## src/rtl/pc_pkg.sv

```systemverilog
// Shared definitions for the fetch program counter: next-pc source select
// and the default sequential step.
package pc_pkg;

  localparam int unsigned DEFAULT_STEP = 4;

  typedef enum logic [2:0] {
    SEL_HOLD,
    SEL_SEQ,
    SEL_BRANCH,
    SEL_RET,
    SEL_REDIRECT,
    SEL_RESET
  } pc_sel_e;

endpackage

```

## src/rtl/ras_stack.sv

```systemverilog
// Circular return-address stack with a top pointer. A simultaneous push and
// pop on a non-empty stack replaces the top entry in place. Pushing into a
// full stack overwrites the oldest entry and sets a sticky overflow flag.
module ras_stack #(
  parameter int unsigned WIDTH = 64,
  parameter int unsigned DEPTH = 4
) (
  input  logic                           clk,
  input  logic                           reset,
  input  logic                           push,
  input  logic                           pop,
  input  logic [WIDTH-1:0]               push_data,
  output logic [WIDTH-1:0]               top,
  output logic [$clog2(DEPTH+1)-1:0]     count,
  output logic                           overflow
);

  localparam int unsigned PW = $clog2(DEPTH);
  localparam int unsigned CW = $clog2(DEPTH+1);
  localparam logic [CW-1:0] FULL = CW'(DEPTH);

  logic [WIDTH-1:0] mem_q [DEPTH];
  logic [PW-1:0]    ptr_q;
  logic [CW-1:0]    count_q;
  logic             overflow_q;

  logic             empty;
  logic [PW-1:0]    ptr_inc;
  logic [PW-1:0]    ptr_dec;

  assign empty   = (count_q == '0);
  assign ptr_inc = ptr_q + 1'b1;
  assign ptr_dec = ptr_q - 1'b1;

  // Stack storage, pointer, count and sticky overflow update.
  always_ff @(posedge clk) begin
    if (reset) begin
      for (int i = 0; i < DEPTH; i++) mem_q[i] <= '0;
      ptr_q      <= '0;
      count_q    <= '0;
      overflow_q <= 1'b0;
    end else if (push && pop && !empty) begin
      mem_q[ptr_q] <= push_data;
    end else if (push) begin
      mem_q[ptr_inc] <= push_data;
      ptr_q          <= ptr_inc;
      if (count_q == FULL) overflow_q <= 1'b1;
      else                 count_q    <= count_q + 1'b1;
    end else if (pop && !empty) begin
      ptr_q   <= ptr_dec;
      count_q <= count_q - 1'b1;
    end
  end

  assign top      = empty ? '0 : mem_q[ptr_q];
  assign count    = count_q;
  assign overflow = overflow_q;

endmodule

```

## src/rtl/fetch_pc_ras.sv

```systemverilog
// Fetch program counter: priority mux over redirect, return, branch and
// sequential sources, with a return-address stack fed by calls.
module fetch_pc_ras
  import pc_pkg::*;
#(
  parameter int unsigned       WIDTH        = 64,
  parameter logic [WIDTH-1:0]  RESET_VECTOR = '0,
  parameter int unsigned       STEP         = DEFAULT_STEP,
  parameter int unsigned       RAS_DEPTH    = 4
) (
  input  logic                               clk,
  input  logic                               reset,
  input  logic                               en,
  input  logic                               redirect_valid,
  input  logic [WIDTH-1:0]                   redirect_target,
  input  logic                               branch_taken,
  input  logic [WIDTH-1:0]                   branch_target,
  input  logic                               call,
  input  logic                               ret,
  output logic [WIDTH-1:0]                   pc,
  output logic [WIDTH-1:0]                   pc_plus,
  output logic [WIDTH-1:0]                   ras_top,
  output logic [$clog2(RAS_DEPTH+1)-1:0]     ras_count,
  output logic                               ret_miss,
  output logic                               ras_overflow
);

  logic [WIDTH-1:0] pc_q, pc_d;
  logic             ret_miss_q;
  logic             ras_empty;
  logic             ras_push, ras_pop;
  pc_sel_e          sel;

  assign pc_plus   = pc_q + WIDTH'(STEP);
  assign ras_empty = (ras_count == '0);

  // Choose the next-pc source by priority.
  always_comb begin
    sel = SEL_SEQ;
    if (reset)                    sel = SEL_RESET;
    else if (redirect_valid)      sel = SEL_REDIRECT;
    else if (!en)                 sel = SEL_HOLD;
    else if (ret && !ras_empty)   sel = SEL_RET;
    else if (ret)                 sel = SEL_SEQ;
    else if (branch_taken)        sel = SEL_BRANCH;
  end

  // An empty-stack return takes no branch, so its call half is dropped too.
  assign ras_push = !reset && !redirect_valid && en && branch_taken && call
                    && (!ret || !ras_empty);
  assign ras_pop  = !reset && !redirect_valid && en && ret && !ras_empty;

  // Next-pc mux.
  always_comb begin
    pc_d = pc_q;
    case (sel)
      SEL_RESET:    pc_d = RESET_VECTOR;
      SEL_REDIRECT: pc_d = redirect_target;
      SEL_HOLD:     pc_d = pc_q;
      SEL_RET:      pc_d = ras_top;
      SEL_BRANCH:   pc_d = branch_target;
      SEL_SEQ:      pc_d = pc_plus;
      default:      pc_d = pc_q;
    endcase
  end

  // PC register and the registered return-miss pulse.
  always_ff @(posedge clk) begin
    if (reset) begin
      pc_q       <= RESET_VECTOR;
      ret_miss_q <= 1'b0;
    end else begin
      pc_q       <= pc_d;
      ret_miss_q <= !redirect_valid && en && ret && ras_empty;
    end
  end

  ras_stack #(
    .WIDTH (WIDTH),
    .DEPTH (RAS_DEPTH)
  ) u_ras (
    .clk       (clk),
    .reset     (reset),
    .push      (ras_push),
    .pop       (ras_pop),
    .push_data (pc_plus),
    .top       (ras_top),
    .count     (ras_count),
    .overflow  (ras_overflow)
  );

  assign pc       = pc_q;
  assign ret_miss = ret_miss_q;

endmodule

```

## config.mk

```make
export PLATFORM = sky130hd
export DESIGN_NAME = fetch_pc_ras
export DESIGN_NICKNAME = d
export VERILOG_FILES = /design/src/rtl/pc_pkg.sv /design/src/rtl/ras_stack.sv /design/src/rtl/fetch_pc_ras.sv
export SDC_FILE = /design/constraint.sdc
export NUM_CORES = 1
export LEC_CHECK = 0
export CORE_MARGIN = 10
export CORE_UTILIZATION = 40
export CTS_BUF_LIST = sky130_fd_sc_hd__clkbuf_4 sky130_fd_sc_hd__clkbuf_8 sky130_fd_sc_hd__clkbuf_16
export CTS_CLUSTER_DIAMETER = 80
export DETAILED_ROUTE_END_ITERATION = 8
export PLACE_DENSITY = 0.62
export SLEW_MARGIN = 20
export SYNTH_ARGS = -nofsm -noshare
export SYNTH_HDL_FRONTEND = slang
export SYNTH_SLANG_ARGS = --single-unit
```

## constraint.sdc

```tcl
create_clock -name clk -period 11.95 [get_ports clk]
set_input_delay 1.7925 -clock clk [delete_from_list [all_inputs] [get_ports clk]]
set_output_delay 1.7925 -clock clk [all_outputs]
set_load 0.02 [all_outputs]
```

==> impl_results.rst <==
.. list-table::
   :header-rows: 1

   * - Metric
     - Value
   * - Critical path's slowest cell
     - sky130_fd_sc_hd__nor3_1
   * - PwrDens
     - 134 nW/um^2
   * - CTS H-tree depth
     - 2
   * - Initial Util
     - 0.403
   * - Clock tree from TritonCTS
     - yes
   * - Die width
     - 220 um
   * - Wire length per cell after detailed routing
     - between 20 and 25 um
   * - Sequential area share after synthesis
     - 0.572
   * - Largest delay share family, worst path
     - simple AND/OR/NAND/NOR gates
   * - Post-CTS setup-driven buffer insertion count
     - 0
   * - Dpl hpwl
     - 36,300 um
   * - Count of state elements after synthesis
     - roughly 330
   * - Final core utilization
     - 0.532
   * - Crit path time final
     - 6.02 ns
   * - Top fanout value on the critical path
     - 8
   * - Final estimated routing congestion in global placement
     - 0.838
   * - Number of I/O port buffers
     - 331
   * - Pleak
     - 7.31 nW
   * - Net Count, Synth
     - around 1,500
   * - Setup slack of the worst register-to-register path
     - between 8 and 9 ns
   * - Fin. max-slew vios
     - 0
   * - CTS sink cnt
     - 329
   * - Gr usage total
     - 0.220
   * - Post-route total power
     - 2.83 mW
   * - Setup violators final
     - 0
   * - Core Region
     - slightly below 40,000 sq um
   * - Footprint of the multi-input gates
     - 6250 sq um
   * - Crit path arrival time
     - 4.22 ns
   * - Footprint of the flip-flops and latches
     - 9160 sq um
   * - Period utilisation layout
     - 0.503
   * - IR drop worst, VDD
     - between 0.00008 and 0.00009 V
   * - Filler instances
     - around 3,500
   * - Startpoint type of the worst setup path
     - flip-flop
   * - Critical path start-end classification
     - flip-flop to output pin
   * - Number of cells upsized or downsized after cts
     - 0
   * - Proportion of layout cells with a drive suffix above 1
     - 0.101
   * - Number of vias in the routed layout
     - 12,698
   * - Worst clock skew
     - 0.00924 ns
   * - Placed standard-cell area
     - 19,800 sq um
   * - Wire length of the first global-routing pass
     - a little over 80,000 um
   * - Synthesized instance count
     - 1,401
   * - Final Hold Viols
     - 0
   * - Most used flip-flop cell after synthesis
     - sky130_fd_sc_hd__edfxtp_1
   * - Buffers and inverters on the worst path
     - 2
   * - Max_cap viols
     - 0
   * - Result of the run
     - finished clean
   * - Max transition margin
     - 0.291
   * - Post-Route Setup TNS
     - 0 ns
   * - Share of flip-flops with an asynchronous set or reset
     - 0
   * - Category of the worst setup path capture point
     - output pin
   * - Max Fclk
     - 166 MHz
   * - Final Cell Area
     - 21,100 sq um
   * - Unrepaired setup endpoints after global routing
     - no
   * - Yosys warning count
     - 0
   * - Total overflow reported by the global router
     - 0
   * - Crit-path max cell delay
     - 0.85 ns
   * - Synth-to-layout area growth
     - 32.0%
   * - Cts hold-fix bufs
     - 0
   * - Number of flops mapped to enable cells by yosys
     - around 260
   * - Die Span Y
     - 220 um
   * - Antenna violations before repair
     - 0
   * - FP Rows
     - 73
   * - Most common cell after layout, fill and taps aside
     - sky130_fd_sc_hd__clkdlybuf4s50_1
   * - Placed cell count
     - 2,174
   * - TritonCTS Buffers
     - 38
   * - CP Cell Sequence
     - nand4_1 -> nor3_1 -> nand4_1 -> nor3_1 -> xnor2_1 -> inv_1 -> clkdlybuf4s50_1
   * - Vias per cell
     - around 5.7
   * - Synth unique cells
     - 58
   * - Latest clock arrival within the worst-skew pair
     - ~0.52 ns
   * - Post-synthesis instance area
     - 16,000 sq um
   * - First DRT Iteration DRCs
     - 1,300
   * - Total die area
     - 48,300 sq um
   * - Most frequent cells in the layout
     - sky130_fd_sc_hd__clkdlybuf4s50_1, sky130_fd_sc_hd__nor2_1, sky130_fd_sc_hd__edfxtp_1
   * - Total iterations of the first detailed-routing run
     - 8
   * - Reg clk slew, reported paths
     - 0.06 ns
   * - Required time reported for the critical path endpoint
     - ~10 ns
   * - Antenna cells
     - 0
   * - Hold Crit Class
     - flip-flop to flip-flop
   * - Final Hold Slack
     - 0.486 ns
   * - DRT antenna net count
     - 0
   * - Pin count of the biggest net entering global routing
     - 65
   * - Number of buffers on the longest clock path
     - 3
   * - Final worst slack
     - 5.93 ns
   * - DRC errors left
     - 0
   * - Worst slack at placement
     - 6.22 ns
   * - Drt total wl
     - 54,800 um
   * - Clock root buffer
     - sky130_fd_sc_hd__clkbuf_16
   * - Average instance area after synthesis
     - 11.4 sq um
   * - Via count of the first global-routing pass
     - 13,026
   * - Number of standard cells in the final layout excluding fillers
     - 2,244
   * - Final nets
     - 1,826
   * - Actual slew at the worst max-slew pin
     - 1.05 ns
   * - I/O pin total
     - 332
==> registers in the layout (all words and copies together), names as in the netlist, named ones only <==
register	cells
u_ras.mem_q	256
pc	64
u_ras.count	3
u_ras.ptr_q	2
ret_miss	1
u_ras.overflow	1
==> metal layers <==
metal  global-route usage  up-vias  wire [um]
met5                    0        -          0
met2                0.367      615      26500
met4               0.0500        0        838
met3               0.0535       68       5260
li1                     -     5722          -
met1                0.283     6293      22200
==> report_power, final <==
part / leakage, nW / total (mW) / switching [mW] / internal (mW)
combinational: 3.40 / 0.318 / 0.175 / 0.143
sequential: 3.26 / 1.32 / 0.0423 / 1.28
clock: 0.645 / 1.20 / 0.465 / 0.733
==> synth_stat cells (19+ instances only) <==
cell	n	area [sq um]
sky130_fd_sc_hd__nor2_1	295	1110
sky130_fd_sc_hd__edfxtp_1	256	7690
sky130_fd_sc_hd__nand2_1	93	349
sky130_fd_sc_hd__inv_1	77	289
sky130_fd_sc_hd__dfxtp_1	73	1460
sky130_fd_sc_hd__and2_1	66	413
sky130_fd_sc_hd__clkbuf_1	65	244
sky130_fd_sc_hd__mux4_2	58	1310
sky130_fd_sc_hd__a222oi_1	52	521
sky130_fd_sc_hd__o211ai_1	49	368
sky130_fd_sc_hd__xor2_1	33	289
sky130_fd_sc_hd__xnor2_1	31	272
sky130_fd_sc_hd__nand4_1	27	169
sky130_fd_sc_hd__nand3_1	23	115
sky130_fd_sc_hd__a21oi_1	19	95.1
==> final timing paths <==
path	to	start	depth (start not counted)
max	pc_plus[63]	pc[19]$_SDFFE_PP0P_	7
min	u_ras.overflow$_SDFFE_PP0P_	u_ras.overflow$_SDFFE_PP0P_	2
max reg2reg	u_ras.mem_q[2][59]$_SDFFCE_PN0P_	pc[19]$_SDFFE_PP0P_	6
min reg2reg	u_ras.overflow$_SDFFE_PP0P_	u_ras.overflow$_SDFFE_PP0P_	2
==> cells by family (layout without fill, tap and decap cells) <==
group                    after synthesis  count (layout)  share of synthesized area
adder cells (fa/ha/maj)                2               2                    0.00204
buffers and inverters                178             496                     0.0439
multiplexers                          68              68                     0.0882
XOR/XNOR                              65              65                     0.0361
AND/OR/NAND/NOR                      578             578                      0.166
flip-flops                           329             329                      0.572
AO/OA/AOI/OAI                        181             181                     0.0911
==> worst register-to-register path, delay by kind of cell (launching register included) <==
family        cells  cell delay [ns]
simple gates      5             2.02
flops             1             0.50
xor+xnor          1             0.62
==> cell type report <==
cell class | count | share of cell area
Sequential cell | 329 | 0.434
Multi-Input combinational cell | 894 | 0.296
Timing Repair Buffer | 349 | 0.163
Clock buffer | 50 | 0.0518
Tap cell | 525 | 0.0311
Inverter | 77 | 0.0137
Clock inverter | 20 | 0.00978
Note: power is estimated with default switching activity, not from simulation.
==> variant 1, RTL diff (same flow settings) <==
`WIDTH` is set to 64 in 2 places; all go to 32.
--- a/src/rtl/ras_stack.sv
+++ b/src/rtl/ras_stack.sv
@@ -3,5 +3,5 @@
 // full stack overwrites the oldest entry and sets a sticky overflow flag.
 module ras_stack #(
-  parameter int unsigned WIDTH = 64,
+  parameter int unsigned WIDTH = 32,
   parameter int unsigned DEPTH = 4
 ) (
--- a/src/rtl/fetch_pc_ras.sv
+++ b/src/rtl/fetch_pc_ras.sv
@@ -4,5 +4,5 @@
   import pc_pkg::*;
 #(
-  parameter int unsigned       WIDTH        = 64,
+  parameter int unsigned       WIDTH        = 32,
   parameter logic [WIDTH-1:0]  RESET_VECTOR = '0,
   parameter int unsigned       STEP         = DEFAULT_STEP,
Ports: changed (5 resized); port bits go from 332 to 172. No check against the original RTL was run, so the function may have changed too.
==> variant 1 against the original RTL <==
  * Sequential power is 49% lower
  * Synthesized area is 47% lower
  * Highest routed layer unchanged
  * Routed wire length is 52% lower
  * Non-clock buffer count is 169 lower
  * Design area is 48% lower
  * Setup slack better by 0.66 ns
  * Total power is 50% lower
  * Sequential cell count is 160 lower
==> variant 1: results (changes against the original RTL) <==
Setup path
  – Reg-to-reg endpoint: u_ras.mem_q[3][12]
  – Crit-path leading delay family: simple AND/OR/NAND/NOR gates
  – Worst reg2reg startpoint: u_ras.count[2]
  – Crit-path max FO: 12 (+4)
  – CP max stage delay: 0.70 ns (-0.15 ns)
  – Setup crit start: pc[2]
  – FF-to-FF setup slack: 9.04 ns (+0.52 ns)
  – Depth of the most critical reg-to-reg path: 6 (unchanged)
  – CP arrival: 3.56 ns (-0.66 ns)
  – Critical-path top delay cell: nor4_4

Clocking
  – Htree depth: 4 (+2)
  – Post-CTS setup buffer count: 0 (unchanged)
  – Post-cts sizing count: 0 (unchanged)
  – CTS max path bufs: 2 (-1)
  – Inserted Clock Buffers: 17 (-55%)
  – Worst skew pair latency: 0.43 ns (-0.09 ns)
  – Clk slew on worst S/H paths: 0.06 ns (about the same)

Routing
  – Drt initial violations: 547 (-58%)
  – Via Count: 6558 (-48%)
  – First-pass DRT Iterations: 5 (-3)
  – Final WL: 26200 microns (-52%)

Synth
  – Top post-synthesis cells by count: nor2_1 (157), edfxtp_1 (128), dfxtp_1 (41), inv_1 (37), nor2b_1 (35)
  – Yosys cell types: 61 (+5.2%)
  – Number of flops mapped to enable cells by yosys: 128 (-50%)
  – Seq/Total Area, Yosys: 55.0% (-2.3 points)
  – Synthesized Nets: 831 (-46%)
  – Async S/R FF share, synth: 0% (unchanged)
  – Synth area leaders: edfxtp_1 (45%), dfxtp_1 (9.7%), mux4_2 (8.5%)

Power
  – VDD IR max: 0.0972 mV (+8.6%)
  – Leak: 3.83 nW (-48%)

Min path
  – Hold endpoint: u_ras.overflow

Global routing
  – Number of antenna violations at the first check in global routing: 0 (unchanged)
  – Number of global-route vias before repair: 6601 (-49%)
  – First-pass GRT wire length: 40200 microns (-50%)
  – Largest net degree at the start of global routing: 61 (-6.2%)
  – All-layer global routing usage: 18.4% (-3.6 points)

Layout
  – Largest reg by FF count: u_ras.mem_q
  – Ant diodes: 0 (unchanged)
  – Largest register FFs: 128 (-50%)
  – Final net count: 978 (-46%)
  – Share of cells above drive strength 1: 10.9% (+0.83 points)

Placed design
  – RD Place Congestion: 0.800 (-4.5%)
  – DP Area: 10400 sq um (-47%)
  – DP HPWL: 17300 microns (-52%)
  – Number of port buffers: 171 (-48%)
  – Place WS: 6.61 ns (+0.395 ns)

STA
  – Worst Max-Slew Pin Slew: 1.07 ns (+0.0213 ns)
  – Hold slack: 0.488 ns (+0.00169 ns)
  – Final setup viols: 0 (unchanged)
  – Clock Skew: 0.00679 ns (-0.00245 ns)

Run status
  – Status: finished, final reports clean
variant 1: worst reg2reg max path: stages, from the launching register on:
cell,delay [ns]
dfxtp_1,0.42
or4b_4,0.61
and3_4,0.27
inv_2,0.49
nor2_1,0.16
a21oi_4,0.17
buf_4,0.43
variant 1: per-layer routing:
layer / routed length (microns) / track usage (%)
met1: 11200 / 23.7
met2: 13100 / 30.8
met3: 1650 / 4.00
met4: 228 / 4.55
met5: 0 / 0
variant 1: kinds of logic after synthesis:
family          share of synthesized area (%)
compound gates                           9.17
xor+xnor                                 3.51
simple gates                             18.7
mux                                      9.00
flops                                    55.0
buf+inv                                  4.29
fa+ha+maj                               0.383
variant 1: cell type report:
type,count,area [sq um]
Timing Repair Buffer,180,1770
Sequential cell,169,4670
Inverter,38,143
Clock inverter,9,148
Multi-Input combinational cell,499,3480
Clock buffer,23,477
Fill cell,1878,9920
Tap cell,275,344
variant 1: power breakdown:
group	leakage [nW]	total [mW]	internal [mW]	switching, mW
Clock	0.312	0.588	0.366	0.222
Sequential	1.67	0.673	0.654	0.0191
Combinational	1.85	0.169	0.0774	0.0911
Total	3.83	1.43	1.10	0.332
variant 1: how the worst max path moves through the flow:
stage	endpoint	slack (ns)	depth (start not counted)
global route	pc_plus[30]	6.42	7
finish	pc_plus[18]	6.59	7
detailed placement	u_ras.mem_q[2][17]	6.61	7
floorplan	u_ras.mem_q[3][0]	7.01	7
CTS	pc_plus[24]	6.61	7
global placement	u_ras.mem_q[2][16]	6.66	7
variant 1: through the flow:
step | instances | total power, mW
4_1_cts | 1193 | 1.43
2_1_floorplan | 758 | 0.765
5_1_grt | 1193 | 1.47
3_3_place_gp | 1161 | 0.853
3_5_place_dp | 1161 | 0.854
6_report | 1193 | 1.43
==> variant 2, RTL diff (config.mk and constraints unchanged) <==
Made on the original files. Put a register stage on the output `ras_count`. The value now appears one clock later. The other outputs are not delayed to match.
--- a/src/rtl/fetch_pc_ras.sv
+++ b/src/rtl/fetch_pc_ras.sv
@@ -26,4 +26,6 @@
 );
 
+  logic [$clog2(RAS_DEPTH+1)-1:0] ras_count_d;
+
   logic [WIDTH-1:0] pc_q, pc_d;
   logic             ret_miss_q;
@@ -33,5 +35,5 @@
 
   assign pc_plus   = pc_q + WIDTH'(STEP);
-  assign ras_empty = (ras_count == '0);
+  assign ras_empty = (ras_count_d == '0);
 
   // Choose the next-pc source by priority.
@@ -86,5 +88,5 @@
     .push_data (pc_plus),
     .top       (ras_top),
-    .count     (ras_count),
+    .count     (ras_count_d),
     .overflow  (ras_overflow)
   );
@@ -93,4 +95,8 @@
   assign ret_miss = ret_miss_q;
 
+  always_ff @(posedge clk) begin
+    ras_count <= ras_count_d;
+  end
+
 endmodule
 
Behaviour: not the same (Yosys sat finds a counterexample within 4 cycles, from zero or initial values and one cycle with reset high).
==> variant 2 against the original RTL <==
  * Synthesized area up 3.5%
  * Total power up 0.31%
  * Sequential cell count up 3
  * Setup slack worse by 0.034 ns
  * Count of clock-buffer cells in the layout up 1
  * First-iteration DRC count up 7.4%
  * Worst hold slack worse by 0.0090 ns
  * Design area up 2.6%
  * Routed wire length up 7.1%
==> variant 2: results (changes against the original RTL) <==
Run status
  – Status: finished, final reports clean

Setup path
  – Worst reg2reg startpoint: u_ras.count[2]
  – CP max stage delay: 0.68 ns (-0.17 ns)
  – Critical-path top delay cell: o21ai_0
  – FF-to-FF setup slack: 7.45 ns (-1.07 ns)
  – Depth of the most critical reg-to-reg path: 7 (+1)
  – CP arrival: 4.26 ns (+0.04 ns)
  – Crit-path max FO: 15 (+7)
  – Reg-to-reg endpoint: u_ras.mem_q[2][52]

Layout
  – Final std cells w/o fill: 2295 (+2.3%)
  – Final net count: 1872 (+2.5%)
  – Share of cells above drive strength 1: 10.6% (+0.54 points)
  – Ant diodes: 0 (unchanged)
  – Largest reg by FF count: u_ras.mem_q

Placed design
  – DP HPWL: 38400 microns (+5.7%)
  – Cell count after placement: 2226 (+2.4%)
  – RD Place Congestion: 0.843 (+0.57%)

Clocking
  – Htree depth: 2 (unchanged)
  – Root Buffer Master: clkbuf_16
  – CTS max path bufs: 3 (unchanged)
  – Inserted Clock Buffers: 37 (-2.6%)
  – Worst skew pair latency: 0.52 ns (about the same)
  – Clk slew on worst S/H paths: 0.06 ns (about the same)

Routing
  – Drt initial violations: 1396 (+7.4%)
  – Via density: 5.90 (+4.3%)
  – Wire length per cell: 25.6 microns (+4.8%)
  – First-pass DRT Iterations: 8 (unchanged)

Synth
  – Synth Warn #: 0 (unchanged)
  – Post-synthesis average cell area: 11.4 sq um (-0.23%)
  – Predominant post-synthesis flop cell: edfxtp_1
  – Synth area leaders: edfxtp_1 (46%), dfxtp_1 (9.2%), mux4_2 (7.8%)
  – Top post-synthesis cells by count: edfxtp_1 (256), nor2_1 (223), nand2_1 (102), clkbuf_1 (87), dfxtp_1 (76)
  – Synthesized Nets: 1590 (+3.4%)
  – Seq/Total Area, Yosys: 55.7% (-1.6 points)
  – Yosys cell types: 72 (+24%)

STA
  – Hold slack: 0.477 ns (-0.00904 ns)
  – Clock Skew: 0.0134 ns (+0.00415 ns)
  – Slew HR: 26.7% (-2.5 points)

Power
  – VDD IR max: 0.0750 mV (-16%)
  – Leak: 7.57 nW (+3.5%)
  – Sw frac: 24.3% (+0.20 points)

Global routing
  – Number of antenna violations at the first check in global routing: 2 (+2)
  – First-pass GRT wire length: 87700 microns (+8.1%)
  – All-layer global routing usage: 22.6% (+0.59 points)
  – Number of global-route vias before repair: 13700 (+5.1%)
  – Largest net degree at the start of global routing: 68 (+4.6%)

Min path
  – Hold path start: u_ras.count[2]
  – Hold Path Stages: 0 (-2)
  – Hold endpoint: ras_count[2]
[variant 2: area by class of cell]
type | count | area, sq um
clock inverters | 16 | 184
clock buffers | 51 | 1080
multi-input cells | 954 | 6790
well taps | 532 | 666
inverters | 57 | 214
repair buffers | 353 | 3510
flip-flops and latches | 332 | 9220
fillers | 3564 | 19200
[variant 2: kinds of logic after synthesis]
family          count (synthesis)  synth area share (%)
compound gates                249                  11.3
xor+xnor                       49                  2.60
fa+ha+maj                       2                 0.197
buf+inv                       167                  3.90
flops                         332                  55.7
mux                            76                  8.97
simple gates                  578                  17.4
[variant 2: worst max path at each step]
stage / start / endpoint / slack [ns] / depth (start not counted)
floorplan: redirect_valid / u_ras.mem_q[0][0] / 6.95 / 6
global placement: ret / u_ras.mem_q[2][14] / 6.17 / 6
detailed placement: ret / u_ras.mem_q[2][14] / 6.08 / 6
CTS: pc[2] / pc_plus[60] / 5.96 / 8
global route: pc[2] / pc_plus[60] / 5.68 / 8
finish: pc[2] / pc_plus[48] / 5.90 / 8
[variant 2: metrics by stage]
stage               cell area, sq um  util [%]  setup slack, ns  power [mW]
floorplan                      16500         -             6.95        1.50
global placement               20300      49.8             6.17        1.68
detailed placement             20300      49.8             6.08        1.68
CTS                            21600      52.9             5.96        2.86
global route                   21700      53.0             5.68        2.93
finish                         21700      53.0             5.90        2.84
[variant 2: layer usage]
metal	vias up	wire length [microns]	GRT usage, %
met5	-	0	0
met4	0	1210	5.45
met3	77	4230	4.07
met2	570	28600	37.5
met1	6813	24700	29.8
li1	6081	-	-
[variant 2: power groups by stage]
stage,sequential [mW],clock (mW),combinational (mW)
3_5_place_dp,1.36,0,0.323
4_1_cts,1.33,1.20,0.325
6_report,1.33,1.18,0.325
5_1_grt,1.34,1.24,0.345
2_1_floorplan,1.36,0,0.141
3_3_place_gp,1.36,0,0.323
